$ cat src/rtl/ldpc_enc_pkg.sv
// rtl/ldpc_enc_pkg.sv - shared state encoding and width helpers for the parallel LDPC encoder
package ldpc_enc_pkg;

  typedef enum logic [2:0] {
    IDLE = 3'd0,
    REQ  = 3'd1,
    CALC = 3'd2,
    ASM  = 3'd3,
    SWAP = 3'd4,
    DONE = 3'd5
  } state_t;

  function automatic int info_len(input int code_len, input int chk_len);
    return code_len - chk_len;
  endfunction

  // Index width that never collapses to zero bits for single-entry ranges.
  function automatic int idx_w(input int n);
    return (n > 1) ? $clog2(n) : 1;
  endfunction

endpackage

$ cat src/rtl/ldpc_swap_table.sv
// rtl/ldpc_swap_table.sv - column-swap register file with count, write gating and drop error pulse
module ldpc_swap_table
  import ldpc_enc_pkg::*;
#(
  parameter int SWAP_MAX = 8,
  parameter int IDX_W    = 8,
  parameter int SW_W     = 4,
  parameter int AW       = 3
) (
  input  logic             clk,
  input  logic             rst,
  input  logic             wr_en,
  input  logic             swap_we,
  input  logic [AW-1:0]    swap_addr,
  input  logic [IDX_W-1:0] swap_a,
  input  logic [IDX_W-1:0] swap_b,
  input  logic             swap_cnt_we,
  input  logic [SW_W-1:0]  swap_cnt,
  input  logic [AW-1:0]    rd_idx,
  output logic [IDX_W-1:0] rd_a,
  output logic [IDX_W-1:0] rd_b,
  output logic [SW_W-1:0]  count,
  output logic             swap_err
);

  logic [IDX_W-1:0] tab_a [SWAP_MAX];
  logic [IDX_W-1:0] tab_b [SWAP_MAX];
  logic             addr_ok;
  logic             cnt_big;

  assign addr_ok = int'(swap_addr) < SWAP_MAX;
  assign cnt_big = int'(swap_cnt) > SWAP_MAX;

  always_ff @(posedge clk or negedge rst) begin
    if (!rst) begin
      for (int i = 0; i < SWAP_MAX; i++) begin
        tab_a[i] <= '0;
        tab_b[i] <= '0;
      end
      count    <= '0;
      swap_err <= 1'b0;
    end else begin
      // An oversized count is still loaded (clamped) but flagged.
      swap_err <= (swap_we && !(wr_en && addr_ok)) ||
                  (swap_cnt_we && (!wr_en || cnt_big));
      if (swap_we && wr_en && addr_ok) begin
        tab_a[swap_addr] <= swap_a;
        tab_b[swap_addr] <= swap_b;
      end
      if (swap_cnt_we && wr_en) begin
        count <= cnt_big ? SW_W'(SWAP_MAX) : swap_cnt;
      end
    end
  end

  assign rd_a = tab_a[rd_idx];
  assign rd_b = tab_b[rd_idx];

endmodule

$ cat src/rtl/ldpc_encoder_par.sv
// rtl/ldpc_encoder_par.sv - systematic LDPC encoder, PAR parity rows per ROM word, column-swap output stage
module ldpc_encoder_par
  import ldpc_enc_pkg::*;
#(
  parameter int  CODE_LEN = 256,
  parameter int  CHK_LEN  = 128,
  parameter int  PAR      = 4,
  parameter int  SWAP_MAX = 8,
  parameter int  IDX_W    = $clog2(CODE_LEN),
  parameter int  SW_W     = $clog2(SWAP_MAX + 1),
  localparam int INFO_LEN = info_len(CODE_LEN, CHK_LEN),
  localparam int AW       = idx_w(SWAP_MAX)
) (
  input  logic                    clk,
  input  logic                    rst,
  input  logic                    info_valid,
  input  logic [INFO_LEN-1:0]     info_word,
  output logic                    info_ready,
  output logic                    pi_req,
  input  logic                    pi_ack,
  input  logic                    pi_valid,
  input  logic [PAR*INFO_LEN-1:0] pi_rows,
  input  logic                    swap_we,
  input  logic [AW-1:0]           swap_addr,
  input  logic [IDX_W-1:0]        swap_a,
  input  logic [IDX_W-1:0]        swap_b,
  input  logic                    swap_cnt_we,
  input  logic [SW_W-1:0]         swap_cnt,
  output logic                    swap_err,
  output logic                    code_valid,
  output logic [CODE_LEN-1:0]     code_out,
  input  logic                    code_ack,
  output logic                    busy
);

  localparam int            ROWS     = CHK_LEN / PAR;
  localparam int            RW       = idx_w(ROWS);
  localparam logic [RW-1:0] LAST_ROW = RW'(ROWS - 1);

  if (CHK_LEN % PAR != 0) begin : g_par_check
    $error("ldpc_encoder_par: CHK_LEN must be a multiple of PAR");
  end

  state_t                  state;
  logic [INFO_LEN-1:0]     info;
  logic [CHK_LEN-1:0]      parity;
  logic [RW-1:0]           row;
  logic [AW-1:0]           sw_idx;
  logic [PAR-1:0]          lane_bits;
  logic [CHK_LEN+PAR-1:0]  par_shift;
  logic [CODE_LEN-1:0]     swapped;
  logic [IDX_W-1:0]        rd_a;
  logic [IDX_W-1:0]        rd_b;
  logic [SW_W-1:0]         swap_count;

  for (genvar l = 0; l < PAR; l++) begin : g_lane
    assign lane_bits[l] = ^(pi_rows[l*INFO_LEN +: INFO_LEN] & info);
  end

  // New lanes enter at the top; after ROWS words row r lane l sits at bit r*PAR+l.
  assign par_shift = {lane_bits, parity};

  always_comb begin
    swapped       = code_out;
    swapped[rd_a] = code_out[rd_b];
    swapped[rd_b] = code_out[rd_a];
  end

  ldpc_swap_table #(
    .SWAP_MAX (SWAP_MAX),
    .IDX_W    (IDX_W),
    .SW_W     (SW_W),
    .AW       (AW)
  ) u_swap_table (
    .clk         (clk),
    .rst         (rst),
    .wr_en       (state == IDLE),
    .swap_we     (swap_we),
    .swap_addr   (swap_addr),
    .swap_a      (swap_a),
    .swap_b      (swap_b),
    .swap_cnt_we (swap_cnt_we),
    .swap_cnt    (swap_cnt),
    .rd_idx      (sw_idx),
    .rd_a        (rd_a),
    .rd_b        (rd_b),
    .count       (swap_count),
    .swap_err    (swap_err)
  );

  always_ff @(posedge clk or negedge rst) begin
    if (!rst) begin
      state      <= IDLE;
      info       <= '0;
      parity     <= '0;
      row        <= '0;
      sw_idx     <= '0;
      info_ready <= 1'b1;
      pi_req     <= 1'b0;
      code_valid <= 1'b0;
      code_out   <= '0;
      busy       <= 1'b0;
    end else begin
      case (state)
        IDLE: begin
          if (info_valid) begin
            info       <= info_word;
            row        <= '0;
            pi_req     <= 1'b1;
            info_ready <= 1'b0;
            busy       <= 1'b1;
            state      <= REQ;
          end
        end
        REQ: begin
          if (pi_ack) begin
            pi_req <= 1'b0;
            state  <= CALC;
          end
        end
        CALC: begin
          if (pi_valid) begin
            parity <= par_shift[CHK_LEN+PAR-1:PAR];
            row    <= row + 1'b1;
            if (row == LAST_ROW) state <= ASM;
          end
        end
        ASM: begin
          code_out <= {parity, info};
          if (swap_count == '0) begin
            code_valid <= 1'b1;
            state      <= DONE;
          end else begin
            sw_idx <= AW'(swap_count - 1'b1);
            state  <= SWAP;
          end
        end
        SWAP: begin
          code_out <= swapped;
          // Descending walk ends on an unsigned equality, never a signed >= 0.
          if (sw_idx == '0) begin
            code_valid <= 1'b1;
            state      <= DONE;
          end else begin
            sw_idx <= sw_idx - 1'b1;
          end
        end
        DONE: begin
          if (code_ack) begin
            code_valid <= 1'b0;
            info_ready <= 1'b1;
            busy       <= 1'b0;
            state      <= IDLE;
          end
        end
        default: state <= IDLE;
      endcase
    end
  end

endmodule

$ cat config.mk
export PLATFORM = sky130hd
export DESIGN_NAME = ldpc_encoder_par
export DESIGN_NICKNAME = d
export VERILOG_FILES = /design/src/rtl/ldpc_enc_pkg.sv /design/src/rtl/ldpc_swap_table.sv /design/src/rtl/ldpc_encoder_par.sv
export SDC_FILE = /design/constraint.sdc
export NUM_CORES = 2
export LEC_CHECK = 0
export CAP_MARGIN = 20
export CORE_UTILIZATION = 30
export CTS_CLUSTER_DIAMETER = 60
export DETAILED_ROUTE_END_ITERATION = 8
export GPL_TIMING_DRIVEN = 0
export SETUP_SLACK_MARGIN = 0.5
export SLEW_MARGIN = 10
export SYNTH_ARGS = -nofsm -noshare
export SYNTH_HDL_FRONTEND = slang
export SYNTH_SLANG_ARGS = --single-unit
$ cat constraint.sdc
create_clock -name clk -period 6.9 [get_ports clk]
set_input_delay 1.38 -clock clk [delete_from_list [all_inputs] [get_ports clk]]
set_output_delay 1.38 -clock clk [all_outputs]
set_load 0.01 [all_outputs]
==> flow_summary.json <==
{
  "grt_pass1_wl_um": 584000,
  "tightest_slew_ps": 1470,
  "grt_usage_pct": 56.1,
  "cts_htree_levels": 3,
  "gp_congestion": 1.13,
  "via_per_inst": 6.83,
  "synth-warning-count": 0,
  "grt_max_degree": 110,
  "failed_checks": "design-rule violations",
  "drcViolationCount": 12,
  "reg2reg_to": "code_out[15]",
  "postCtsHoldBufs": 0,
  "skew_ps": 41.0,
  "synthToLayoutAreaGrowth_pct": 38.3,
  "drt_iter0_markers": 11500,
  "syn_inst": 5641,
  "dieArea_um2": 161000,
  "rsz0062_at_grt": "true",
  "cts-buffers-inserted": 104,
  "grt_pass1_vias": 55200,
  "multi_input_area_um2": 29800,
  "syn_area_per_cell_um2": 8.47,
  "placementRows": 146,
  "synth_top_area_cell": "dfrtp_1",
  "finalCritPeriodShare_pct": 99.5,
  "avgRoutedWirePerCell_um": 51.6,
  "drt_wl_total_um": 467000,
  "relSlewSlack_pct": 2.21,
  "setup.worst_path.class": "reg2reg",
  "yosys_most_used_dff": "dfrtp_1",
  "crit_start": "sw_idx[2]",
  "cp-end-kind": "flop",
  "cts.path.max_buffers": 3,
  "fin_tns_setup_ps": 0,
  "clock-sinks": 660,
  "hold_violations": 0,
  "drv_cap": 0,
  "period_needed_ps": 6860,
  "crit_end": "code_out[15]",
  "ioPinCount": 932,
  "yosysSeqAreaShare_pct": 34.6,
  "final_util_pct": 41.8,
  "start_util_pct": 30.2,
  "hpwlAfterDp_um": 367000,
  "synth.cell_area_um2": 47800,
  "dieHeight_um": 401,
  "path_max_fanout": 10,
  "synth-seq-cells": 660,
  "cts_tree": "yes",
  "reg2regPathDepth": 17,
  "core_area_um2": 158000,
  "numPortBuffers": 929,
  "chipWidth_um": 401,
  "drtAntennaViolNets": 0,
  "antenna_found_initial": 121,
  "r2r-start": "sw_idx[2]",
  "yosysTopAreaCellShare_pct": 34.5,
  "slew_violations": 0,
  "synth_nets": 6315,
  "synth.distinct_cells": 78,
  "status": "complete, but fails checks",
  "start_kind": "flop",
  "synth_edf_count": 0,
  "rrSetupSlack_ps": 40,
  "clock_latency_ps": 780,
  "min_from": "u_swap_table.tab_a[60]",
  "clk_pin_slew_ps": 60,
  "hold_path_class": "reg2reg",
  "layout-drive-gt1-share_pct": 16.1,
  "root_buffer": "clkbuf_16",
  "async_reset_ff_share_pct": 100,
  "arrival_ps": 7490,
  "critPathRequiredTime_ps": 7530,
  "seq_area_um2": 16500,
  "vias": 61900,
  "fmax_ghz": 0.146,
  "grt_remaining_overflow": 0,
  "nFillCells": 15900,
  "synth.area.top_cells": "dfrtp_1 (35%), mux2_2 (9.4%), nand2_1 (8.5%)",
  "first_pass_iters": 9,
  "setup_viol": 0,
  "nets": 7466
}
cells in the mapped netlist (all sizes together) (21+ instances only):
cell type  number
a21oi         247
o31a           31
nor2b          21
a41oi          22
o21ai         552
o22ai          46
xor2          122
clkbuf        305
nand3         241
and2           28
a22o           53
o211ai         27
mux2          399
a211oi         23
dfrtp         659
nor2          384
mux2i          81
a221oi         85
buf           125
mux4           69
or3            46
and3           90
o31ai         101
inv            47
nand2b         23
o21a           38
nand2        1077
nor3           25
a31oi         111
xnor2         388
worst max-delay path, stage by stage, from the launching register on:
cell	delay (ps)
dfrtp_1	600
buf_2	330
mux4_2	290
buf_12	160
clkbuf_2	390
buf_2	590
buf_2	640
o211ai_1	260
a21oi_4	430
nor4_2	140
a22oi_1	390
nand3b_1	370
nor4_4	400
buf_6	260
buf_2	290
buf_2	640
o31a_1	320
o2bb2ai_1	100
sequential cells by signal, indices dropped and copies added, names as in the netlist, 3 cells and up:
signal,count
parity,128
u_swap_table.tab_a,64
code_out,256
sw_idx,3
state,3
row,5
info,128
u_swap_table.count,4
u_swap_table.tab_b,64
cell usage in the layout (no fill, tap or decap), drive strengths merged, types with 21 or more instances in the layout:
cell	netlist	layout
o21ai	552	552
nor2b	21	21
o211ai	27	27
mux2	399	399
o31a	31	31
buf	125	239
inv	47	73
nand2b	23	23
a21oi	247	247
or3	46	46
diode	0	109
a221oi	85	85
mux4	69	69
xor2	122	122
nor3	25	25
xnor2	388	388
nand2	1077	1077
dfrtp	659	659
a31oi	111	111
o31ai	101	101
a22o	53	53
and2	28	28
nand3	241	241
and3	90	90
o21a	38	38
clkdlybuf4s50	0	928
clkinv	0	22
nor2	384	384
a211oi	23	23
o22ai	46	46
a41oi	22	22
mux2i	81	81
clkbuf	305	435
metal layers:
| layer | vias up | GRT usage [%] | routed length (µm) |
|---|---|---|---|
| met4 | 64 | 47.7 | 48200 |
| met2 | 6617 | 72.5 | 176000 |
| li1 | 22600 | - | - |
| met1 | 30700 | 63.7 | 166000 |
| met3 | 1897 | 33.9 | 74500 |
| met5 | - | 7.73 | 1910 |
final cells by class:
cell class	instances	share of cell area, %
clock inverters	63	1.10
flip-flops and latches	660	25.0
well taps	2072	3.92
inverters	47	0.267
clock buffers	129	4.32
multi-input cells	4504	45.1
plain buffers	430	3.14
repair buffers	1045	16.8
diodes	109	0.413
how the worst min path moves through the flow:
stage	endpoint	slack, ps	depth (start not counted)
after CTS	parity[0]	500	1
after floorplan	parity[22]	470	2
after detailed placement	parity[0]	490	1
after global placement	u_swap_table.tab_a[36]	480	1
after global routing	parity[0]	520	1
final	u_swap_table.tab_a[60]	500	1
repair_timing:
action                                  CTS  global route
setup buffers                             3             6
hold endpoints to repair                  0             0
endpoints found under the setup margin  256           187
cloned                                    0             0
gates resized for setup                 126            59
pin swaps                                 3             6
stage by stage:
stage / setup slack [ps] / std cells / hold slack (ps) / cell area [µm²]
3_5_place_dp: -1610 / 8737 / 489 / 61400
3_3_place_gp: -27850 / 8642 / 481 / 59700
5_1_grt: 485 / 8969 / 517 / 65900
2_1_floorplan: 2950 / 5641 / 467 / 47800
4_1_cts: 502 / 8932 / 502 / 65400
6_report: 35.3 / 9059 / 502 / 66100
logic make-up (layout without fill, tap and decap cells):
| group | after synthesis | count (layout) | share of synthesized area (%) |
|---|---|---|---|
| flip-flops | 660 | 660 | 34.6 |
| XOR/XNOR | 510 | 510 | 9.35 |
| AND/OR/NAND/NOR | 2008 | 2008 | 18.1 |
| adder cells (fa/ha/maj) | 3 | 3 | 0.0785 |
| buffers and inverters | 477 | 1714 | 4.23 |
| AO/OA/AOI/OAI | 1434 | 1434 | 19.3 |
| other | 0 | 109 | 0 |
| multiplexers | 549 | 549 | 14.4 |
Power is not shown: default switching activity piles up to over one toggle a cycle in this logic, so the estimate is an artifact.
